File: config.mk
export PLATFORM = sky130hd
export DESIGN_NAME = banco_registradores_param_flat
export DESIGN_NICKNAME = d
export VERILOG_FILES = /design/src/rtl/mips_pkg.sv /design/src/rtl/banco_registradores_param_if.sv /design/src/rtl/placar_pendencias.sv /design/src/rtl/banco_registradores_param.sv /design/src/flat_wrapper.sv
export SDC_FILE = /design/constraint.sdc
export NUM_CORES = 1
export LEC_CHECK = 0
export BUFFER_PORTS_ARGS = -buffer_cell sky130_fd_sc_hd__buf_2
export CORE_MARGIN = 5
export CORE_UTILIZATION = 60
export CTS_BUF_LIST = sky130_fd_sc_hd__clkbuf_8
export DETAILED_ROUTE_END_ITERATION = 10
export PLACE_DENSITY = 0.85
export SKIP_LAST_GASP = 1
export SLEW_MARGIN = 20
export SYNTH_ARGS = -nofsm -noshare
export SYNTH_HDL_FRONTEND = slang
export SYNTH_HIERARCHICAL = 1
export SYNTH_SLANG_ARGS = --single-unit
File: constraint.sdc
create_clock -name clock -period 4.6 [get_ports clock]
set_clock_uncertainty 0.2 [all_clocks]
set_input_delay 0 -clock clock [delete_from_list [all_inputs] [get_ports clock]]
set_output_delay 0 -clock clock [all_outputs]
set_load 0.005 [all_outputs]
File: src/rtl/mips_pkg.sv
// Shared definitions for the parametrised MIPS register bank:
// default sizes, fixed register indices and the flush FSM encoding.
package mips_pkg;

  localparam int LARGURA_PADRAO  = 16;
  localparam int NUM_REGS_PADRAO = 8;
  localparam int REG_ZERO        = 0;
  localparam int REG_LINK_PADRAO = NUM_REGS_PADRAO - 1;

  typedef enum logic {
    OCIOSO   = 1'b0,
    LIMPANDO = 1'b1
  } estado_t;

endpackage

File: src/rtl/banco_registradores_param_if.sv
// Register bank access bundle: write, link, read, scoreboard and flush signals.
// The hazard/pipeline side is the master, the bank is the slave.
interface banco_registradores_param_if #(
  parameter int LARGURA  = 16,
  parameter int NUM_REGS = 8
);
  localparam int LARG_END = $clog2(NUM_REGS);

  logic                permisao_escrita;
  logic [LARG_END-1:0] endereco_regd;
  logic [LARGURA-1:0]  dado_escrita;
  logic                escreve_link;
  logic [LARGURA-1:0]  dado_link;
  logic [LARG_END-1:0] endereco_reg1;
  logic [LARG_END-1:0] endereco_reg2;
  logic [LARGURA-1:0]  valor_reg1;
  logic [LARGURA-1:0]  valor_reg2;
  logic                marca_pendente;
  logic [LARG_END-1:0] endereco_pendente;
  logic                pendente_reg1;
  logic                pendente_reg2;
  logic                limpar;
  logic                ocupado;

  modport master (
    output permisao_escrita, endereco_regd, dado_escrita,
    output escreve_link, dado_link,
    output endereco_reg1, endereco_reg2,
    output marca_pendente, endereco_pendente,
    output limpar,
    input  valor_reg1, valor_reg2, pendente_reg1, pendente_reg2, ocupado
  );

  modport slave (
    input  permisao_escrita, endereco_regd, dado_escrita,
    input  escreve_link, dado_link,
    input  endereco_reg1, endereco_reg2,
    input  marca_pendente, endereco_pendente,
    input  limpar,
    output valor_reg1, valor_reg2, pendente_reg1, pendente_reg2, ocupado
  );

endinterface

File: src/rtl/placar_pendencias.sv
// Pending-load scoreboard: one bit per register, set by an issued load,
// cleared by either write port, bulk-cleared by a flush.
module placar_pendencias #(
  parameter int NUM_REGS = 8
) (
  input  logic                        clock,
  input  logic                        reset,
  input  logic                        limpa_tudo,
  input  logic                        limpa_a_en,
  input  logic [$clog2(NUM_REGS)-1:0] limpa_a_end,
  input  logic                        limpa_b_en,
  input  logic [$clog2(NUM_REGS)-1:0] limpa_b_end,
  input  logic                        marca_en,
  input  logic [$clog2(NUM_REGS)-1:0] marca_end,
  input  logic [$clog2(NUM_REGS)-1:0] consulta1,
  input  logic [$clog2(NUM_REGS)-1:0] consulta2,
  output logic                        pendente1,
  output logic                        pendente2
);

  logic [NUM_REGS-1:0] pend;
  logic [NUM_REGS-1:0] prox_pend;
  logic                libera1;
  logic                libera2;

  always_comb begin
    prox_pend = pend;
    if (limpa_a_en) prox_pend[limpa_a_end] = 1'b0;
    if (limpa_b_en) prox_pend[limpa_b_end] = 1'b0;
    if (marca_en)   prox_pend[marca_end]   = 1'b1;
    if (limpa_tudo) prox_pend              = '0;
  end

  always_ff @(posedge clock or negedge reset) begin
    if (!reset) pend <= '0;
    else        pend <= prox_pend;
  end

  // A writeback releases the consumer in the same cycle unless a new load re-marks it.
  always_comb begin
    libera1 = ((limpa_a_en && (limpa_a_end == consulta1)) ||
               (limpa_b_en && (limpa_b_end == consulta1))) &&
              !(marca_en && (marca_end == consulta1));
    libera2 = ((limpa_a_en && (limpa_a_end == consulta2)) ||
               (limpa_b_en && (limpa_b_end == consulta2))) &&
              !(marca_en && (marca_end == consulta2));
    pendente1 = pend[consulta1] && !libera1;
    pendente2 = pend[consulta2] && !libera2;
  end

endmodule

File: src/rtl/banco_registradores_param.sv
// Parametrised register bank: two bypassed read ports, general and link write
// ports, pending-load scoreboard and a one-register-per-cycle flush engine.
//   state    | meaning
//   OCIOSO   | normal operation, writes/bypass/scoreboard active
//   LIMPANDO | zeroing register[contador] each cycle, all requests ignored
module banco_registradores_param
  import mips_pkg::*;
#(
  parameter int LARGURA  = LARGURA_PADRAO,
  parameter int NUM_REGS = NUM_REGS_PADRAO,
  parameter int REG_LINK = NUM_REGS - 1
) (
  input logic                      clock,
  input logic                      reset,
  banco_registradores_param_if.slave bus
);

  localparam int LARG_END = $clog2(NUM_REGS);
  localparam logic [LARG_END-1:0] END_ZERO   = LARG_END'(REG_ZERO);
  localparam logic [LARG_END-1:0] END_LINK   = LARG_END'(REG_LINK);
  localparam logic [LARG_END-1:0] END_ULTIMO = LARG_END'(NUM_REGS - 1);

  logic [LARGURA-1:0]  regs [NUM_REGS];
  estado_t             estado, prox_estado;
  logic [LARG_END-1:0] contador, prox_contador;

  logic ocioso;
  logic esc_geral;
  logic esc_link;
  logic marca_ok;
  logic limpa_tudo;
  logic pend1, pend2;

  logic [LARG_END-1:0] end_leitura   [2];
  logic [LARGURA-1:0]  valor_leitura [2];

  // The limpar cycle itself drops all requests; the bulk clear takes precedence.
  always_comb begin
    ocioso     = (estado == OCIOSO);
    limpa_tudo = ocioso && bus.limpar;
    esc_geral  = ocioso && !bus.limpar && bus.permisao_escrita &&
                 (bus.endereco_regd != END_ZERO);
    esc_link   = ocioso && !bus.limpar && bus.escreve_link && (END_LINK != END_ZERO);
    marca_ok   = ocioso && !bus.limpar && bus.marca_pendente &&
                 (bus.endereco_pendente != END_ZERO);
  end

  always_ff @(posedge clock or negedge reset) begin
    if (!reset) begin
      estado   <= OCIOSO;
      contador <= '0;
    end else begin
      estado   <= prox_estado;
      contador <= prox_contador;
    end
  end

  always_comb begin
    prox_estado   = estado;
    prox_contador = contador;
    case (estado)
      OCIOSO: begin
        if (bus.limpar) begin
          prox_estado   = LIMPANDO;
          prox_contador = LARG_END'(1);
        end
      end
      LIMPANDO: begin
        if (contador == END_ULTIMO) begin
          prox_estado   = OCIOSO;
          prox_contador = '0;
        end else begin
          prox_contador = contador + LARG_END'(1);
        end
      end
      default: begin
        prox_estado   = OCIOSO;
        prox_contador = '0;
      end
    endcase
  end

  always_ff @(posedge clock or negedge reset) begin
    if (!reset) begin
      for (int i = 0; i < NUM_REGS; i++) regs[i] <= '0;
    end else if (estado == LIMPANDO) begin
      regs[contador] <= '0;
    end else begin
      if (esc_geral) regs[bus.endereco_regd] <= bus.dado_escrita;
      if (esc_link)  regs[END_LINK]          <= bus.dado_link;
    end
  end

  assign end_leitura[0] = bus.endereco_reg1;
  assign end_leitura[1] = bus.endereco_reg2;

  always_comb begin
    for (int p = 0; p < 2; p++) begin
      valor_leitura[p] = regs[end_leitura[p]];
      if (ocioso) begin
        if (esc_link && (end_leitura[p] == END_LINK))
          valor_leitura[p] = bus.dado_link;
        else if (esc_geral && (end_leitura[p] == bus.endereco_regd))
          valor_leitura[p] = bus.dado_escrita;
      end
      if (end_leitura[p] == END_ZERO) valor_leitura[p] = '0;
    end
  end

  assign bus.valor_reg1 = valor_leitura[0];
  assign bus.valor_reg2 = valor_leitura[1];

  placar_pendencias #(.NUM_REGS(NUM_REGS)) u_placar (
    .clock       (clock),
    .reset       (reset),
    .limpa_tudo  (limpa_tudo),
    .limpa_a_en  (esc_geral),
    .limpa_a_end (bus.endereco_regd),
    .limpa_b_en  (esc_link),
    .limpa_b_end (END_LINK),
    .marca_en    (marca_ok),
    .marca_end   (bus.endereco_pendente),
    .consulta1   (bus.endereco_reg1),
    .consulta2   (bus.endereco_reg2),
    .pendente1   (pend1),
    .pendente2   (pend2)
  );

  assign bus.pendente_reg1 = ocioso && pend1 && (bus.endereco_reg1 != END_ZERO);
  assign bus.pendente_reg2 = ocioso && pend2 && (bus.endereco_reg2 != END_ZERO);
  assign bus.ocupado       = (estado == LIMPANDO);

endmodule

File: src/flat_wrapper.sv
// flat-port wrapper written by rule: the top's interface ports become plain ports
module banco_registradores_param_flat import mips_pkg::*;
#(
  parameter int LARGURA  = LARGURA_PADRAO,
  parameter int NUM_REGS = NUM_REGS_PADRAO,
  parameter int REG_LINK = NUM_REGS - 1
)
  (clock, reset, bus_permisao_escrita, bus_endereco_regd, bus_dado_escrita, bus_escreve_link, bus_dado_link, bus_endereco_reg1, bus_endereco_reg2, bus_marca_pendente, bus_endereco_pendente, bus_limpar, bus_valor_reg1, bus_valor_reg2, bus_pendente_reg1, bus_pendente_reg2, bus_ocupado);
  banco_registradores_param_if #(.LARGURA(LARGURA), .NUM_REGS(NUM_REGS)) bus_i ();
  input logic clock;
  input logic reset;
  input wire logic [$bits(bus_i.permisao_escrita)-1:0] bus_permisao_escrita;
  input wire logic [$bits(bus_i.endereco_regd)-1:0] bus_endereco_regd;
  input wire logic [$bits(bus_i.dado_escrita)-1:0] bus_dado_escrita;
  input wire logic [$bits(bus_i.escreve_link)-1:0] bus_escreve_link;
  input wire logic [$bits(bus_i.dado_link)-1:0] bus_dado_link;
  input wire logic [$bits(bus_i.endereco_reg1)-1:0] bus_endereco_reg1;
  input wire logic [$bits(bus_i.endereco_reg2)-1:0] bus_endereco_reg2;
  input wire logic [$bits(bus_i.marca_pendente)-1:0] bus_marca_pendente;
  input wire logic [$bits(bus_i.endereco_pendente)-1:0] bus_endereco_pendente;
  input wire logic [$bits(bus_i.limpar)-1:0] bus_limpar;
  output wire logic [$bits(bus_i.valor_reg1)-1:0] bus_valor_reg1;
  output wire logic [$bits(bus_i.valor_reg2)-1:0] bus_valor_reg2;
  output wire logic [$bits(bus_i.pendente_reg1)-1:0] bus_pendente_reg1;
  output wire logic [$bits(bus_i.pendente_reg2)-1:0] bus_pendente_reg2;
  output wire logic [$bits(bus_i.ocupado)-1:0] bus_ocupado;
  assign bus_i.permisao_escrita = bus_permisao_escrita;
  assign bus_i.endereco_regd = bus_endereco_regd;
  assign bus_i.dado_escrita = bus_dado_escrita;
  assign bus_i.escreve_link = bus_escreve_link;
  assign bus_i.dado_link = bus_dado_link;
  assign bus_i.endereco_reg1 = bus_endereco_reg1;
  assign bus_i.endereco_reg2 = bus_endereco_reg2;
  assign bus_i.marca_pendente = bus_marca_pendente;
  assign bus_i.endereco_pendente = bus_endereco_pendente;
  assign bus_i.limpar = bus_limpar;
  assign bus_valor_reg1 = bus_i.valor_reg1;
  assign bus_valor_reg2 = bus_i.valor_reg2;
  assign bus_pendente_reg1 = bus_i.pendente_reg1;
  assign bus_pendente_reg2 = bus_i.pendente_reg2;
  assign bus_ocupado = bus_i.ocupado;
  banco_registradores_param #(.LARGURA(LARGURA), .NUM_REGS(NUM_REGS), .REG_LINK(REG_LINK)) u_core (.clock(clock), .reset(reset), .bus(bus_i));
endmodule
# After elaboration in Yosys (flattened, before gate mapping)

Index checks and enable logic that the tools add are counted.

Flip-flop bits (word level): 140
Input bits: 50

Add/sub/neg operators: 1
Order comparisons: 12
Equality and inequality tests: 12
Mux-type cells: 40
Bitwise operators: 10
Reductions and logical operators: 44

Operator list:

| kind                                                                                 | number |
|---|---|
| 128-bit two-way mux                                                                  | 2 |
| 16-bit two-way mux                                                                   | 15 |
| 128-bit bitwise AND                                                                  | 1 |
| 128-bit bitwise mux                                                                  | 1 |
| 128-bit inverter                                                                     | 1 |
| 16-bit binary-select mux with 3-bit select                                           | 2 |
| 16-bit demux with 3-bit select                                                       | 2 |
| 8-bit two-way mux                                                                    | 4 |
| 1-bit logical AND                                                                    | 29 |
| 3-bit equality test                                                                  | 6 |
| 4-bit greater-or-equal comparator (second input constant)                            | 4 |
| 3-bit by 4-bit less-than comparator with 1-bit output (second input constant)        | 4 |
| 3-bit inverter with 4-bit output                                                     | 4 |
| 3-bit nonzero test                                                                   | 5 |
| 3-bit equality test (second input constant)                                          | 3 |
| 8-bit bitwise AND                                                                    | 1 |
| 4-bit by 1-bit less-than comparator with 1-bit output (second input constant)        | 2 |
| 8-bit inverter                                                                       | 1 |
| 8-bit bitwise OR                                                                     | 1 |
| 1-bit binary-select mux with 3-bit select                                            | 2 |
| 1-bit demux with 3-bit select                                                        | 2 |
| 3-bit equality test (first input constant)                                           | 2 |
| 3-bit by 1-bit greater-or-equal comparator with 1-bit output (second input constant) | 2 |
| 3-bit zero test                                                                      | 2 |
| other kinds (10)                                                                     | 21 |

# Logic depth before layout (Yosys ltp)

Word-level depth: 11
Mapped depth: 9

# Modules after synthesis

Netlist, hierarchy kept.

By module, submodules not included:

| module                    | instances | cells an instance | area an instance (um^2) |
|---|---|---|---|
| banco_registradores_param | 1         | 626               | 7758.7 |
| placar_pendencias         | 1         | 104               | 878.3 |

# Least setup slack after synthesis

Ideal clock, no wire load.

Path type: reg2reg
From: register u_core.estado, in the netlist u_core/bus.ocupado
To: register u_core.u_placar.pend[7]
Library setup time: 0.132 ns
Arrival time: 1.685 ns
Data required time: 4.268 ns
Slack: 2.583 ns
Stages on the path, launching flop included: 9
Path buffers: 3
Cells stage by stage: dfrtp_1 -> or3b_1 -> clkbuf_1 -> inv_2 -> buf_2 -> buf_2 -> nand4_1 -> nand3_1 -> a21oi_1

RTL lines:

| item                              | RTL line                        | RTL |
|---|---|---|
| from (decl)                       | banco_registradores_param.sv:24 | `estado_t estado, prox_estado;` |
| from (signal assigned)            | banco_registradores_param.sv:53 | `estado <= prox_estado;` |
| 1-bit inverter *                  | banco_registradores_param.sv:39 | `ocioso = (estado == OCIOSO);` |
| 1-bit logical AND * (2 in series) | banco_registradores_param.sv:43 | `esc_link = ocioso && !bus.limpar && bus.escreve_link && (END_LINK != END_ZERO);` |
| net u_core.esc_link               | banco_registradores_param.sv:29 | `logic esc_link;` |
| 8-bit two-way mux *               | placar_pendencias.sv:29         | `if (limpa_b_en) prox_pend[limpa_b_end] = 1'b0;` |
| 8-bit bitwise OR (no line)        | n/a                             |  |
| 8-bit two-way mux *               | placar_pendencias.sv:30         | `if (marca_en) prox_pend[marca_end] = 1'b1;` |
| 8-bit two-way mux *               | placar_pendencias.sv:31         | `if (limpa_tudo) prox_pend = '0;` |
| net u_core.u_placar.prox_pend[7]  | placar_pendencias.sv:22         | `logic [NUM_REGS-1:0] prox_pend;` |
| to (signal assigned)              | placar_pendencias.sv:36         | `else pend <= prox_pend;` |
| to (decl)                         | placar_pendencias.sv:21         | `logic [NUM_REGS-1:0] pend;` |

Mark *: on every way through the listed nets, which the timed path passes. The rest lies on a longest branch.
A chain may end at the register's enable or synchronous reset.

# Final worst setup path

From: register u_core.estado, in the netlist u_core/bus.ocupado
To: output bus_valor_reg2[3]

Longest elaborated chain between the ends: 9

RTL lines:

| item                            | RTL line                                                         | RTL |
|---|---|---|
| 1-bit inverter                  | banco_registradores_param.sv:39                                  |  |
| 1-bit logical AND               | banco_registradores_param.sv:41, banco_registradores_param.sv:43 |  |
| 1-bit logical AND (2 in series) | banco_registradores_param.sv:41                                  | `esc_geral = ocioso && !bus.limpar && bus.permisao_escrita &&` |
| 1-bit logical AND               | banco_registradores_param.sv:103                                 | `else if (esc_geral && (end_leitura[p] == bus.endereco_regd))` |
| 16-bit two-way mux              | banco_registradores_param.sv:103                                 |  |
| 16-bit two-way mux              | banco_registradores_param.sv:101                                 | `if (esc_link && (end_leitura[p] == END_LINK))` |
| 16-bit two-way mux *            | banco_registradores_param.sv:100                                 | `if (ocioso) begin` |
| 16-bit two-way mux *            | banco_registradores_param.sv:106                                 | `if (end_leitura[p] == END_ZERO) valor_leitura[p] = '0;` |
| to (decl)                       | flat_wrapper.sv:23                                               | `output wire logic [$bits(bus_i.valor_reg2)-1:0] bus_valor_reg2;` |

Every way passes the cells marked *; elsewhere a longest branch is shown, timed or not.

==> summary.md <==
| Metric | Value |
|---|---|
| CTS Buf Count | `17` |
| Count of cell types in the netlist | `57` |
| Worst setup path category | `flop to output pin` |
| Worst-path maximum fanout | `30` |
| Final setup vio count | `0` |
| Final min period | `around 3.6 ns` |
| Die Width | `130 um` |
| Clock tree buffer depth | `2` |
| Vias in the first global route | `8274` |
| GRT overflow | `0` |
| Cell Rows | `43` |
| Seq. cell area | `3500 sq um` |
| Synth Area per Inst | `roughly 12 sq um` |
| DR WL/cell | `28.3 um` |
| First-pass GRT wire length | `45400 um` |
| Sw Share | `0.360` |
| Mapped cell area | `8640 sq um` |
| Comb power frac | `0.349` |
| Status | `completed` |
| Final WS setup | `1.03 ns` |
| Hpwl dp | `16900 um` |
| Total global-route track usage | `0.361` |
| Pin count of the biggest net entering global routing | `between 100 and 150` |
| Critical path required time | `about 4.4 ns` |
| Synth Flop Type | `dfrtp_1` |
| Leak Pwr | `4.63 nW` |
| PwrDens | `between 400 and 500 nW/um^2` |
| Diodes inserted | `0` |
| Setup TNS | `0 ns` |
| Register area share after synthesis | `0.406` |
| Hold crit path type | `input pin to asynchronous set/reset pin` |
| Die area | `between 15000 and 20000 sq um` |
| Synth warnings | `6` |
| Total Power | `4.28 mW` |
| Clock share of power | `0.235` |
| CP Capture Type | `output pin` |
| Share of cells above drive strength 1 | `0.253` |
| Psw | `~1.5 mW` |
| Crit path DAT | `3.37 ns` |
| Max-slew headroom | `0.205` |
| Initial DRC Count | `1455` |
| Top Ports | `85` |
| Initial Utilization | `0.617` |
| First-pass detailed-route iteration total | `6` |
| Post-route ant nets | `0` |
| Reg2reg start | `u_core/bus.ocupado` |
| CTS tree | `yes` |
| Sequential share of power | `0.416` |
| Via count | `around 8000` |
| Cell count after synthesis | `between 700 and 800` |
| Max-slew violation count | `0` |
| Die height | `130 um` |
| Max Fclk | `0.280 GHz` |
| Yosys reg bits | `140` |
| Setup crit start | `u_core/bus.ocupado` |
| Max_cap viols | `0` |
| Int Pwr | `approximately 2.7 mW` |
| Place WS | `1.50 ns` |
| Port buffer count | `84` |
| Clock Pin Slew Worst Setup and Hold Paths | `0.08 ns` |
| H-Tree Depth | `4` |
| Post-CTS Setup Inserts | `0` |
| GPL Wtd Cong | `0.978` |
| Hold Vio Cnt, Final | `0` |
| Number of fill cells | `922` |
| Nets@finish | `896` |
| Antenna violations before repair | `0` |
| Critical path launch point type | `flop` |
| CTS Sinks | `between 100 and 150` |
| RSZ-0062 raised after global routing | `no` |
| Maximum VDD drop | `0.254 mV` |
| Root Driver | `clkbuf_8` |
| EDFF count, synth | `0` |
| Core Area | `about 14000 sq um` |
| Area of the multi-input gates | `4680 sq um` |
| Vias/cell | `7.62` |
| Worst skew pair latency | `0.47 ns` |
| Area delta synth->final | `17.4%` |
| FFs w/ async S/R, synth | `1.00` |
| Slew of the pin with the lowest slew margin | `1.19 ns` |
| Final Cycle Share | `0.777` |
| Drt total wl | `29400 um` |
| Post-route DRC | `0` |
[layer usage]
layer  GRT usage  part of all wire
met5     0.00882                 0
met4       0.203             0.067
met3       0.137              0.14
met2       0.556              0.45
met1       0.439              0.34
[power groups by stage]
stage,clock network (mW),registers [mW],logic [mW]
floorplan,0,1.69,0.914
global placement,0,1.74,1.21
detailed placement,0,1.77,1.25
CTS,1.00,1.75,1.41
global route,1.06,1.81,1.56
finish,1.00,1.78,1.49
[flip-flops by register name, summed over array words and instances, names as in the netlist]
name,flops
u_core/u_placar/pend,8
u_core/regs,128
u_core/bus.ocupado,1
u_core/contador,3
[per-stage QoR]
step	std cells	hold slack [ns]	instance area, sq um	util
global route	1037	0.0832	10100	0.725
finish	1037	0.0107	10100	0.725
CTS	1037	0.0422	10100	0.725
floorplan	732	-0.496	8640	-
detailed placement	925	-0.0244	8940	0.639
global placement	925	-0.0442	8940	0.639
[critical path, cell delays in order, from the launching register on]
cell	delay, ns
dfrtp_1	0.58
or3b_1	0.56
inv_2	0.53
nand2_1	0.60
nand2_1	0.26
o221ai_1	0.16
buf_2	0.19
[cell usage in the layout, fill, tap and decap left out, types with 4 or more instances in the layout]
master / Yosys / routed
dfrtp_1: 140 / 140
a22o_1: 97 / 97
nand2_1: 91 / 91
buf_2: 36 / 83
dlygate4sd3_1: 0 / 80
mux4_2: 63 / 63
mux2i_1: 29 / 29
nor2b_1: 27 / 27
xnor2_1: 24 / 24
nand3_1: 23 / 23
o221ai_1: 23 / 23
a22oi_1: 22 / 22
clkbuf_8: 0 / 18
nand4_1: 13 / 13
buf_4: 4 / 13
nor2_1: 12 / 11
a21oi_1: 9 / 9
and3_1: 7 / 7
clkinvlp_4: 0 / 6
o211ai_1: 5 / 5
mux2_2: 5 / 5
mux4_1: 5 / 5
a221o_1: 4 / 4
nand2b_1: 4 / 4
[cell type report]
type | count | share of cell area
clock inverter | 14 | 0.0144
multi-input combinational | 505 | 0.462
timing repair buffer | 177 | 0.131
clock buffer | 18 | 0.0244
inverter | 3 | 0.00111
tap | 180 | 0.0222
sequential | 140 | 0.345
[cell families (layout without fill, tap and decap cells)]
| kind of cell | count (synthesis) | count (layout) | share of synthesized area |
|---|---|---|---|
| compound gates | 176 | 176 | 0.174 |
| simple gates | 198 | 198 | 0.119 |
| buf+inv | 87 | 212 | 0.0539 |
| flops | 140 | 140 | 0.406 |
| fa+ha+maj | 2 | 2 | 0.00290 |
| other cells | 1 | 3 | 0.000434 |
| mux | 102 | 102 | 0.220 |
| xor+xnor | 24 | 24 | 0.0243 |
[synth_stat cells, drive strengths merged, types with 2 or more instances]
| cell | count | area, sq um |
|---|---|---|
| o21ai | 4 | 23.8 |
| buf | 57 | 350 |
| a22oi | 22 | 165 |
| a31oi | 4 | 58.8 |
| nor2b | 27 | 169 |
| clkbuf | 27 | 104 |
| ha | 2 | 25.0 |
| nor2 | 17 | 118 |
| mux2i | 29 | 290 |
| inv | 3 | 11.3 |
| nor3 | 4 | 36.3 |
| nand2b | 4 | 25.0 |
| mux2 | 5 | 56.3 |
| o221ai | 23 | 201 |
| dfrtp | 140 | 3500 |
| nor3b | 3 | 22.5 |
| xnor2 | 24 | 210 |
| nand2 | 91 | 342 |
| a221o | 4 | 40.0 |
| o211ai | 5 | 37.5 |
| and3 | 7 | 43.8 |
| a22o | 97 | 850 |
| a21oi | 11 | 77.6 |
| nand3 | 23 | 115 |
| and2b | 2 | 16.3 |
| nand4 | 13 | 81.3 |
| mux4 | 68 | 1550 |
[final timing paths]
kind / endpoint / slack [ns] / cells after the start
max in group asynchronous: u_core/regs[54] / 3.09 / 3
worst max register to register: u_core/regs[13] / 1.19 / 6
min in group clock: u_core/regs[50] / 0.22 / 3
worst min register to register: u_core/regs[24] / 0.32 / 1
worst max-delay path: bus_valor_reg2[3] / 1.03 / 6
worst min-delay path: u_core/regs[119] / 0.01 / 2
[what timing repair did]
item,in CTS,in global routing
hold buffers,80,0
resized for setup,0,0
endpoints found under the setup margin,0,0
endpoints found under the hold margin,224,0
No activity file was read; power rests on OpenSTA's default activity.
